## src/rtl/rv32i_pkg.sv

```systemverilog
// Shared RV32I encodings: writeback source selects, load funct3 codes and
// writeback FSM states.
package rv32i_pkg;

  localparam logic [1:0] WB_SEL_ALU  = 2'b00;
  localparam logic [1:0] WB_SEL_LOAD = 2'b01;
  localparam logic [1:0] WB_SEL_PC4  = 2'b10;
  localparam logic [1:0] WB_SEL_NONE = 2'b11;

  localparam logic [2:0] F3_LB  = 3'b000;
  localparam logic [2:0] F3_LH  = 3'b001;
  localparam logic [2:0] F3_LW  = 3'b010;
  localparam logic [2:0] F3_LBU = 3'b100;
  localparam logic [2:0] F3_LHU = 3'b101;

  typedef enum logic {
    IDLE      = 1'b0,
    WAIT_LOAD = 1'b1
  } wb_state_t;

endpackage

```

## src/rtl/load_extract.sv

```systemverilog
// Load data alignment: picks the addressed byte/halfword out of an aligned
// memory word and sign- or zero-extends it. Purely combinational.
module load_extract
  import rv32i_pkg::*;
#(
  parameter int XLEN = 32
) (
  input  logic [2:0]      funct3,
  input  logic [1:0]      addr,
  input  logic [XLEN-1:0] rdata,
  output logic [XLEN-1:0] result
);

  logic [7:0]  byte_sel;
  logic [15:0] half_sel;

  always_comb begin
    byte_sel = rdata[{addr, 3'b000} +: 8];
    // Halfword loads ignore addr[0]; misaligned halves are not split.
    half_sel = addr[1] ? rdata[31:16] : rdata[15:0];
    result   = rdata;
    case (funct3)
      F3_LB:   result = {{(XLEN-8){byte_sel[7]}}, byte_sel};
      F3_LBU:  result = {{(XLEN-8){1'b0}}, byte_sel};
      F3_LH:   result = {{(XLEN-16){half_sel[15]}}, half_sel};
      F3_LHU:  result = {{(XLEN-16){1'b0}}, half_sel};
      F3_LW:   result = rdata;
      default: result = rdata;
    endcase
  end

endmodule

```

## src/rtl/regfile_writeback.sv

```systemverilog
// RV32I writeback stage driving the register file write port.
// Optional retire counter output enabled by defining WB_RETIRE_CNT_EN.
//
// state     | meaning
// IDLE      | ready to accept; ALU/PC+4 results written next cycle
// WAIT_LOAD | load accepted, waiting for dmem_rvalid, flush or timeout
module regfile_writeback
  import rv32i_pkg::*;
#(
  parameter int XLEN         = 32,
  parameter int LOAD_TIMEOUT = 255
) (
  input  logic            clk,
  input  logic            rst,
  input  logic            in_valid,
  output logic            in_ready,
  input  logic [4:0]      in_rd,
  input  logic [1:0]      in_wb_sel,
  input  logic [XLEN-1:0] in_alu_result,
  input  logic [XLEN-1:0] in_pc4,
  input  logic [2:0]      in_funct3,
  input  logic            flush,
  input  logic            dmem_rvalid,
  input  logic [XLEN-1:0] dmem_rdata,
  output logic [4:0]      wright_reg,
  output logic [XLEN-1:0] wright_data,
  output logic            wright_en,
  output logic            busy,
  output logic            load_err
`ifdef WB_RETIRE_CNT_EN
  ,
  output logic [31:0]     retire_count
`endif
);

  localparam logic [15:0] TO_LAST = 16'(LOAD_TIMEOUT - 1);

  wb_state_t       state, state_nxt;
  logic [15:0]     cnt, cnt_nxt;
  logic [4:0]      ld_rd;
  logic [2:0]      ld_f3;
  logic [1:0]      ld_addr;
  logic [XLEN-1:0] ext_data;
  logic            accept;
  logic            latch_load;
  logic            wr_fire;
  logic [4:0]      wr_reg_nxt;
  logic [XLEN-1:0] wr_data_nxt;
  logic            err_nxt;

  assign in_ready = (state == IDLE);
  assign busy     = (state == WAIT_LOAD);
  assign accept   = in_valid && in_ready && !flush;

  load_extract #(.XLEN(XLEN)) u_load_extract (
    .funct3 (ld_f3),
    .addr   (ld_addr),
    .rdata  (dmem_rdata),
    .result (ext_data)
  );

  always_ff @(posedge clk or negedge rst) begin
    if (!rst) state <= IDLE;
    else      state <= state_nxt;
  end

  always_comb begin
    state_nxt   = state;
    cnt_nxt     = cnt;
    latch_load  = 1'b0;
    wr_fire     = 1'b0;
    wr_reg_nxt  = wright_reg;
    wr_data_nxt = wright_data;
    err_nxt     = 1'b0;
    case (state)
      IDLE: begin
        if (accept) begin
          case (in_wb_sel)
            WB_SEL_ALU: begin
              wr_fire     = 1'b1;
              wr_reg_nxt  = in_rd;
              wr_data_nxt = in_alu_result;
            end
            WB_SEL_PC4: begin
              wr_fire     = 1'b1;
              wr_reg_nxt  = in_rd;
              wr_data_nxt = in_pc4;
            end
            WB_SEL_LOAD: begin
              latch_load = 1'b1;
              cnt_nxt    = '0;
              state_nxt  = WAIT_LOAD;
            end
            default: ;
          endcase
        end
      end
      WAIT_LOAD: begin
        // Flush has priority over a response arriving in the same cycle.
        if (flush) begin
          state_nxt = IDLE;
        end else if (dmem_rvalid) begin
          wr_fire     = 1'b1;
          wr_reg_nxt  = ld_rd;
          wr_data_nxt = ext_data;
          state_nxt   = IDLE;
        end else if (cnt == TO_LAST) begin
          err_nxt   = 1'b1;
          state_nxt = IDLE;
        end else begin
          cnt_nxt = (cnt == 16'hFFFF) ? cnt : cnt + 16'd1;
        end
      end
      default: state_nxt = IDLE;
    endcase
  end

  always_ff @(posedge clk or negedge rst) begin
    if (!rst) begin
      cnt         <= '0;
      ld_rd       <= '0;
      ld_f3       <= '0;
      ld_addr     <= '0;
      wright_en   <= 1'b0;
      wright_reg  <= '0;
      wright_data <= '0;
      load_err    <= 1'b0;
    end else begin
      cnt <= cnt_nxt;
      if (latch_load) begin
        ld_rd   <= in_rd;
        ld_f3   <= in_funct3;
        ld_addr <= in_alu_result[1:0];
      end
      // x0 is never written, but the address/data still track the result.
      wright_en   <= wr_fire && (wr_reg_nxt != 5'd0);
      wright_reg  <= wr_reg_nxt;
      wright_data <= wr_data_nxt;
      load_err    <= err_nxt;
    end
  end

`ifdef WB_RETIRE_CNT_EN
  logic retire_inc;

  assign retire_inc = (accept && (in_wb_sel != WB_SEL_LOAD))
                    || ((state == WAIT_LOAD) && !flush && dmem_rvalid);

  always_ff @(posedge clk or negedge rst) begin
    if (!rst)            retire_count <= '0;
    else if (retire_inc) retire_count <= retire_count + 32'd1;
  end
`endif

endmodule

```

## config.mk

```make
export PLATFORM = sky130hd
export DESIGN_NAME = regfile_writeback
export DESIGN_NICKNAME = d
export VERILOG_FILES = /design/src/rtl/rv32i_pkg.sv /design/src/rtl/load_extract.sv /design/src/rtl/regfile_writeback.sv
export SDC_FILE = /design/constraint.sdc
export NUM_CORES = 1
export LEC_CHECK = 0
export BUFFER_PORTS_ARGS = -buffer_cell sky130_fd_sc_hd__buf_2
export CORE_ASPECT_RATIO = 0.6
export CORE_MARGIN = 3
export CORE_UTILIZATION = 35
export CTS_CLUSTER_SIZE = 12
export DETAILED_ROUTE_END_ITERATION = 8
export GPL_TIMING_DRIVEN = 0
export SYNTH_ARGS = -nofsm -noshare
export SYNTH_HDL_FRONTEND = slang
export SYNTH_SLANG_ARGS = --single-unit
```

## constraint.sdc

```tcl
create_clock -name clk -period 3.1 [get_ports clk]
set_clock_uncertainty 0.05 [all_clocks]
set_input_delay 0.93 -clock clk [delete_from_list [all_inputs] [get_ports clk]]
set_output_delay 0.93 -clock clk [all_outputs]
set_load 0.02 [all_outputs]
```

After elaboration in Yosys (flattened, before gate mapping)
Cells that the tools add are included.

storage, ports and cells
  register bits after elaboration = 66

cells by class
  add/subtract/negate cells = 1
  equality and inequality tests = 15
  shift-type cells = 1
  multiplexer cells = 35
  bitwise gates (word level) = 1
  reductions and logical operators = 10

operators by type and width
  operator                                                number
  case mux 32 bit (2 select lines)                        2
  case mux 32 bit (4 select lines)                        1
  2-to-1 mux 16 bit                                       7
  2-to-1 mux 32 bit                                       3
  case mux 16 bit (2 select lines)                        1
  variable part select 32 x 6 -> 8 bit                    1
  2-to-1 mux 5 bit                                        4
  adder 16 x 1 -> 16 bit (second input constant)          1
  equality test 16 bit (second input constant)            1
  equality test 16 x 8 -> 1 bit (second input constant)   1
  2-to-1 mux 1 bit                                        14
  inequality test 2 bit (second input constant)           5
  case mux 5 bit (2 select lines)                         1
  equality test 3 bit (second input constant)             2
  AND reduction 6 bit                                     1
  nonzero test 5 bit                                      1
  inequality test 2 x 1 -> 1 bit (second input constant)  2
  case mux 1 bit (2 select lines)                         2
  AND reduction 4 bit                                     1
  equality test 3 x 1 -> 1 bit (second input constant)    1
  logical AND 1 bit                                       3
  zero test 3 bit                                         1
  inequality test 3 x 1 -> 1 bit (second input constant)  1
  equality test 2 x 1 -> 1 bit (second input constant)    1
  other kinds (5)                                         5

Depth between registers and ports, before layout
Gate-level depths: netlist of the first run.

  depth in word-level cells = 7
  mapped depth = 8
  mapped depth without buffers = 7

By module
Synthesis of the first run repeated with hierarchy kept, for this count alone.

unflattened totals
  cells, all modules = 475
  area, all modules = 4,376.7 µm²

by module, submodules not included
  module             times used  cells an instance  area an instance (µm²)  seq. area each (µm²)
  regfile_writeback  1           379                3,530.9                 1,651.6
  load_extract       1           96                 845.8                   0.0

Least setup slack after synthesis of the first run
No wires, ideal clock.

  path type = input to register
  from = input port in_wb_sel[1]
  to = register wright_data[11]
  arrival time = 1.990 ns
  path slack = 0.936 ns
  stages on the path = 6
  cell sequence = nor2b_1 > clkbuf_1 > buf_2 > mux2i_1 > nor3_1 > a211o_1

between the ends
  cells in the longest elaborated chain, start to end = 4
  elaborated cells between the ends (all ways) = 7
  classes of those cells = eq/ne: 2; mux: 3; reduce/logical: 2

ends and longest elaborated chain
  item                                                           RTL line                  source
  start: declaration                                             regfile_writeback.sv:18   input logic [1:0] in_wb_sel,
  equality test 2 bit / zero test 2 bit (equally long branches)  regfile_writeback.sv:78   case (in_wb_sel)
  case mux 32 bit (2 select lines)                               regfile_writeback.sv:78
  2-to-1 mux 32 bit                                              regfile_writeback.sv:77   if (accept) begin
  case mux 32 bit (2 select lines)                               regfile_writeback.sv:75   case (state)
  end signal: assignment                                         regfile_writeback.sv:138  wright_data <= wr_data_nxt;
  end: declaration                                               regfile_writeback.sv:26   output logic [XLEN-1:0] wright_data,

Several ways; a longest one is shown, not always the timed one. The select of a mux whose other input is x is not followed.
A chain may end at the register's enable or synchronous reset.

Worst setup path after layout of the first run
  from = register state, in the netlist busy
  to = output port in_ready

between the ends
  cells in the longest elaborated chain, start to end = 1

ends and longest elaborated chain
  item                      RTL line                 source
  start: declaration        regfile_writeback.sv:38  wb_state_t state, state_nxt;
  start signal: assignment  regfile_writeback.sv:64  else state <= state_nxt;
  inverter 1 bit            --
  end: declaration          regfile_writeback.sv:16  output logic in_ready,

Every way passes these cells.

==> out/qor.txt, run 1 <==
# clock sinks = 66
Internal power = 1.93 mW
Clock Power Share = 33.2%
Worst-path maximum fanout = 10
Switching part of the total power = 34.9%
Storage element area = 1650 um^2
Post-detailed-route count of antenna-violating nets = 0
Post-Route WL = 15.1 mm
Leakage power of the design = 2.64 nW
Gr ovfl total = 0
Number of synthesis warnings = 0
CTS H-tree lvls = 3
Reg2reg path depth = 7
Type of the worst min-delay path = flop to flop
Die outline width = 146 um
Cells along the critical path = inv_2, clkbuf_1, buf_2
Buffer and inverter count on the worst path = 3
Achievable Freq = 0.373 GHz
Most common flop cell mapped by yosys = dfrtp_1
Nature of the critical path endpoint = output port
Buffer levels on the longest clock path = 2
Post-route non-filler standard cell count = 805
Hold Crit Depth = 2
Layout cell share with drive strength beyond 1 = 32.0%
1st-iter DRT viols = 315
First-pass iteration count of the detailed router = 5
Cells after synthesis = 485
EDFF count, synth = 0
Capturing point of the worst reg2reg path = wright_data[4]
First-pass GRT wire length = 24.0 mm
Max-Cap Viols = 0
Number of vias after detailed routing = 4322
Data required time of the worst path = 2.12 ns
Synthesized area divided by synthesized cell count = 8.45 um^2
Max FFs per register = 32
Portion of the post-synthesis area used by sequential elements = 40.3%
Net switching component of the power = 1.03 mW
Floorplan die area = 13100 um^2
TritonCTS clock tree = built
Library cell used as clock root buffer = clkbuf_16
Total DRC errors in the routed layout = 0
All-layer global routing usage = 23.1%
Most flops, register = wright_data
Final hold viol count = 0
Register bit count reported by yosys = 66
Starting density of the core = 37.3%
Sequential share of power = 36.7%
Largest delay share family, worst path = buffers and inverters
Number of I/O pins = 152
Sum of net half-perimeters after detailed placement = 11.8 mm
Count of antenna diodes in the layout = 0
Slew HR = 40.9%
Area of the core region = 11000 um^2
Final-layout fill cell count = 1141
Largest voltage drop on the vdd net = 0.289 mV
Unrepaired setup endpoints after global routing = no
Total power of the final layout = 2.96 mW
Cell count after placement = 791
Pin count of the biggest net entering global routing = 67
Final critical-path share of the clock period = 86.6%
Clock Pin Slew Worst Setup and Hold Paths = 0.06 ns
Worst Hold Launch = ld_rd[4]
Total number of placement rows = 29
Post-CTS repair timing setup buffer count = 0
Final worst path period need = 2.68 ns
Worst-Margin Slew = 0.886 ns
Largest registers = wright_data x32, cnt x16
Number of antenna violations at the first check in global routing = 0
Synth Net Count = 598
Status = complete, no violations
Critical Path Max Stage Delay = 0.44 ns
Setup TNS = 0 ns
Nets = 760
Data arrival time of the worst path = 1.70 ns
Pwr per Cell Area = 556 nW/um^2
Top cells by area, synth = dfrtp_1, nand2_1, mux2i_1, o31ai_1, and3_1
Final-layout worst hold slack = 0.425 ns
Number of vias per cell = 5.37
Hold_buf cts = 0
Startpoint types = flop
Netlist Area Pre-Place = 4100 um^2
Worst hold path endpoint = ld_rd[4]
Global placer's final weighted congestion = 0.936
Chip Height = 89.8 um
# setup viols final = 0
Count of cell types in the netlist = 60
Share of synthesized registers carrying an async set or reset = 100%
Area growth syn-to-layout = 30.0%
Number of buffers inserted during clock tree synthesis = 9
Clk Latency, worst-skew pair = 0.34 ns
Via count of the first global-routing pass = 4295
Flop-to-flop setup slack = 0.94 ns
Combinational share of power = 30.1%
Count of buffers inserted at the top-level ports = 151
Library cell occupying the most area in the post-synthesis netlist = dfrtp_1
Cell at the slowest stage of the critical path = dfrtp_1
Portion of synthesized cell area occupied by the leading cell type = 40.3%
Multi-input logic area = 2240 um^2
Pins over their slew limit = 0
Startpoint of the worst-slack reg-to-reg timing path = busy
Crit path kind = flop to output port
Number of gates given a new drive strength after cts = 0
Drt wl/cell = 18.7 um
-- layout by cell type (no fill, tap or decap), drive strengths merged, types with 2 or more instances in the layout --
cell type | netlist | layout
nor4 | 2 | 2
nand2 | 124 | 124
clkbuf | 13 | 25
nor2 | 22 | 22
or2 | 3 | 3
ha | 2 | 2
a21o | 9 | 9
o21ai | 10 | 10
nor3 | 16 | 16
xor2 | 4 | 4
inv | 11 | 11
a21oi | 31 | 31
o211ai | 2 | 2
o31ai | 19 | 19
a211o | 7 | 7
mux4 | 2 | 2
buf | 20 | 171
nand4 | 8 | 8
mux2 | 4 | 4
and4 | 2 | 2
nand2b | 11 | 11
and3 | 19 | 19
a221oi | 10 | 10
a22o | 3 | 3
a211oi | 3 | 3
or4 | 3 | 3
a31oi | 8 | 8
dfrtp | 66 | 66
o21bai | 2 | 2
or3 | 5 | 5
mux2i | 16 | 16
nand3 | 10 | 10
o22ai | 2 | 2
nor2b | 3 | 3
-- layout make-up --
class	count	share of cell area (%)
multi-input combinational	375	42.1
timing repair buffer	151	14.2
clock inverter	2	0.235
tap	155	3.64
sequential	66	31.0
buffer	33	3.08
inverter	11	0.775
clock buffer	12	5.00
-- Yosys cell counts, drive strengths merged, types with 11 or more instances --
cell and instances:
nand2 124, dfrtp 66, a21oi 31, nor2 22, buf 20, and3 19, o31ai 19, mux2i 16
nor3 16, clkbuf 13, inv 11, nand2b 11
-- through the flow --
step	worst slack, ns	util, %	instance area (um^2)
floorplan	0.936	-	4100
global placement	0.416	45.9	5050
CTS	0.422	48.5	5330
global route	0.305	48.5	5330
detailed placement	0.371	45.9	5050
finish	0.416	48.5	5330
-- worst register-to-register path: cells and delay by family, from the launching register on --
kind / cells / cell delay (ns)
AOI/OAI and AO/OA: 2 / 0.27
DFF: 1 / 0.44
and+or+nand+nor: 3 / 0.79
buffers and inverters: 2 / 0.47
-- power by group through the flow --
stage                     Combinational, mW  Sequential [mW]  Clock [mW]
final                                 0.891             1.09       0.985
after global routing                  0.973             1.11        1.03
after CTS                             0.886             1.09       0.996
after detailed placement              0.883             1.10           0
after global placement                0.871             1.09           0
after floorplan                       0.399             1.22           0
-- routing by layer --
metal,GRT usage [%],up-vias,routed length [um]
met5,0,-,0
met4,4.11,0,99
met3,8.04,11,1600
met2,30.6,203,5840
met1,35.9,2055,7510
li1,-,2053,-
-- cells by family (layout without fill, tap and decap cells) --
family          after synthesis  in the layout  synth area share [%]
simple gates                234            234                  27.2
compound gates              113            113                  19.9
flops                        66             66                  40.3
buf+inv                      44            209                  5.01
mux                          22             22                  6.11
xor+xnor                      4              4                 0.855
fa+ha+maj                     2              2                 0.611
-- worst max path at each step --
stage	from	endpoint	depth (start not counted)
3_5_place_dp	in_wb_sel[1]	wright_data[13]	7
5_1_grt	busy	in_ready	3
3_3_place_gp	in_wb_sel[1]	wright_data[9]	7
2_1_floorplan	in_wb_sel[1]	wright_data[11]	6
4_1_cts	busy	in_ready	3
6_report	busy	in_ready	3
(Power assumes the default switching activity.)
==> run 2: changes to the inputs <==
--- a/config.mk
+++ b/config.mk
@@ -6,12 +6,16 @@
 export NUM_CORES = 1
 export LEC_CHECK = 0
 export BUFFER_PORTS_ARGS = -buffer_cell sky130_fd_sc_hd__buf_2
+export CELL_PAD_IN_SITES_DETAIL_PLACEMENT = 1
+export CELL_PAD_IN_SITES_GLOBAL_PLACEMENT = 1
 export CORE_ASPECT_RATIO = 0.6
 export CORE_MARGIN = 3
-export CORE_UTILIZATION = 35
+export CORE_UTILIZATION = 39
+export CTS_BUF_LIST = sky130_fd_sc_hd__clkbuf_16
 export CTS_CLUSTER_SIZE = 12
 export DETAILED_ROUTE_END_ITERATION = 8
 export GPL_TIMING_DRIVEN = 0
+export PLACE_DENSITY_LB_ADDON = 0.1
 export SYNTH_ARGS = -nofsm -noshare
 export SYNTH_HDL_FRONTEND = slang
 export SYNTH_SLANG_ARGS = --single-unit
==> run 2 against run 1 <==
  * Wire length increased by 6.8%
  * Sequential power is essentially flat
  * Clock power increased by 11%
  * Worst setup slack improved by 0.055 ns
  * Combinational power grew 0.7%
  * Via count rose by 4.0%
  * Total power up 3.9%
  * Register-to-register slack got worse by 0.04 ns
  * Hold slack got worse by 0.0039 ns
  * Clock-buffer cell count shrank 3
  * Sequential share of layout area about the same
  * Critical path depth unchanged
  * Largest cell class unchanged
==> out/qor.txt, run 2 (same netlist as run 1, synthesis figures left out) <==
Number of buffers inserted during clock tree synthesis = 9 (unchanged)
Drt wl/cell = 20.4 um (+9.2%)
Layout cell share with drive strength beyond 1 = 31.9% (-0.098 points)
Data required time of the worst path = 2.12 ns (about the same)
Number of gates given a new drive strength after cts = 0 (unchanged)
Status = complete, no violations
Clk Latency, worst-skew pair = 0.33 ns (about the same)
Pin count of the biggest net entering global routing = 67 (unchanged)
Flop-to-flop setup slack = 0.90 ns (-0.04 ns)
Number of vias after detailed routing = 4495 (+4.0%)
# clock sinks = 66 (unchanged)
Worst Hold Launch = wright_data[28]
Setup TNS = 0 ns (unchanged)
Critical Path Max Stage Delay = 0.45 ns (about the same)
First-pass GRT wire length = 25.7 mm (+7.2%)
Startpoint types = flop
Clock Pin Slew Worst Setup and Hold Paths = 0.06 ns (about the same)
Global placer's final weighted congestion = 0.933 (-0.37%)
Crit path kind = flop to output port
Chip Height = 85.4 um (-4.9%)
Pins over their slew limit = 0 (unchanged)
Final critical-path share of the clock period = 84.8% (-1.8 points)
Leakage power of the design = 2.67 nW (+0.95%)
1st-iter DRT viols = 340 (+7.9%)
First-pass iteration count of the detailed router = 5 (unchanged)
Count of buffers inserted at the top-level ports = 151 (unchanged)
Total number of placement rows = 28 (-3.4%)
CTS H-tree lvls = 3 (unchanged)
Total DRC errors in the routed layout = 0 (unchanged)
Multi-input logic area = 2240 um^2 (unchanged)
Sum of net half-perimeters after detailed placement = 12.3 mm (+4.0%)
Worst-path maximum fanout = 10 (unchanged)
Nature of the critical path endpoint = output port
Buffer levels on the longest clock path = 2 (unchanged)
Post-CTS repair timing setup buffer count = 0 (unchanged)
Largest voltage drop on the vdd net = 0.349 mV (+21%)
Most flops, register = wright_data
Worst hold path endpoint = wright_data[28]
Largest registers = wright_data x32, cnt x16
Achievable Freq = 0.380 GHz (+2.1%)
Cell at the slowest stage of the critical path = dfrtp_1
Placed Instance Area = 5020 um^2 (-0.50%)
Hold Crit Depth = 2 (unchanged)
Floorplan die area = 11800 um^2 (-9.7%)
Final-layout fill cell count = 1266 (+11%)
Unrepaired setup endpoints after global routing = no
Area of the core region = 10100 um^2 (-8.5%)
Cells along the critical path = inv_2, clkbuf_1, buf_2
Slew HR = 40.3% (-0.62 points)
Number of vias per cell = 5.71 (+6.4%)
Startpoint of the worst-slack reg-to-reg timing path = cnt[0]
Area growth syn-to-layout = 30.2%
Via count of the first global-routing pass = 4644 (+8.1%)
Buffer and inverter count on the worst path = 3 (unchanged)
Capturing point of the worst reg2reg path = cnt[5]
TritonCTS clock tree = built
Die outline width = 138 um (-5.1%)
Nets = 760 (unchanged)
Final worst path period need = 2.63 ns (-0.0553 ns)
Data arrival time of the worst path = 1.65 ns (-0.05 ns)
Library cell used as clock root buffer = clkbuf_16
Commonest non-fill, non-tap cell in the layout = buf_2
Post-detailed-route count of antenna-violating nets = 0 (unchanged)
Reg2reg path depth = 7 (unchanged)
Max-Cap Viols = 0 (unchanged)
Post-Route WL = 16.1 mm (+6.8%)
Worst-Margin Slew = 0.895 ns (+0.00933 ns)
Storage element area = 1650 um^2 (unchanged)
Hold_buf cts = 0 (unchanged)
Most frequent cells in the layout = buf_2, nand2_1, dfrtp_1, nor2_1, a21oi_1
Starting density of the core = 40.8% (+3.5 points)
Number of I/O pins = 152 (unchanged)
Type of the worst min-delay path = flop to flop
All-layer global routing usage = 27.7% (+4.6 points)
Pwr per Cell Area = 577 nW/um^2 (+3.7%)
Max FFs per register = 32 (unchanged)
# setup viols final = 0 (unchanged)
Finished Cell Area = 5340 um^2 (+0.14%)
Largest delay share family, worst path = buffers and inverters
Gr ovfl total = 0 (unchanged)
Final hold viol count = 0 (unchanged)
Number of antenna violations at the first check in global routing = 0 (unchanged)
Count of antenna diodes in the layout = 0 (unchanged)
[run 2: final cells by class]
cell class	instances	share of cell area [%]
Clock inverter	7	1.62
Timing Repair Buffer	151	14.2
Clock buffer	9	4.22
Tap cell	135	3.17
Buffer	33	3.07
Multi-Input combinational cell	375	42.0
Sequential cell	66	30.9
Inverter	11	0.774
[run 2: worst max path at each step]
stage                       from              end  slack, ns  cells after the start
finish                      busy         in_ready       0.47                      3
global route                busy         in_ready       0.38                      3
CTS                         busy         in_ready       0.47                      3
detailed placement  in_wb_sel[1]   wright_data[0]       0.40                      8
global placement    in_wb_sel[1]   wright_data[0]       0.45                      8
floorplan           in_wb_sel[1]  wright_data[11]       0.94                      6
[run 2: layer usage]
metal	wire length, um	track usage [%]	vias to the layer above
li1	-	-	2055
met2	6920	41.2	206
met4	269	7.35	0
met3	1280	7.15	23
met1	7620	40.4	2211
met5	0	0	-
[run 2: tightest hold or removal path, cell delays in order, from the launching register on]
cell	delay, ns
dfrtp_1	0.33
nand2_1	0.05
o31ai_1	0.05
[run 2: where the power goes]
group          leakage, nW  switching [mW]  total (mW)  internal, mW
logic                 1.66           0.562       0.897         0.335
registers            0.845          0.0926        1.09         0.998
clock network        0.162           0.394        1.09         0.697
total                 2.67            1.05        3.08          2.03
[run 2: per-stage QoR]
stage | setup WS, ns | hold WS [ns] | util, % | instances | power [mW]
2_1_floorplan | 0.936 | 0.396 | - | 485 | 1.62
3_3_place_gp | 0.451 | 0.408 | 50.0 | 771 | 1.95
3_5_place_dp | 0.398 | 0.412 | 50.0 | 771 | 1.99
4_1_cts | 0.475 | 0.425 | 53.1 | 787 | 3.09
5_1_grt | 0.380 | 0.445 | 53.1 | 787 | 3.23
6_report | 0.472 | 0.421 | 53.1 | 787 | 3.08
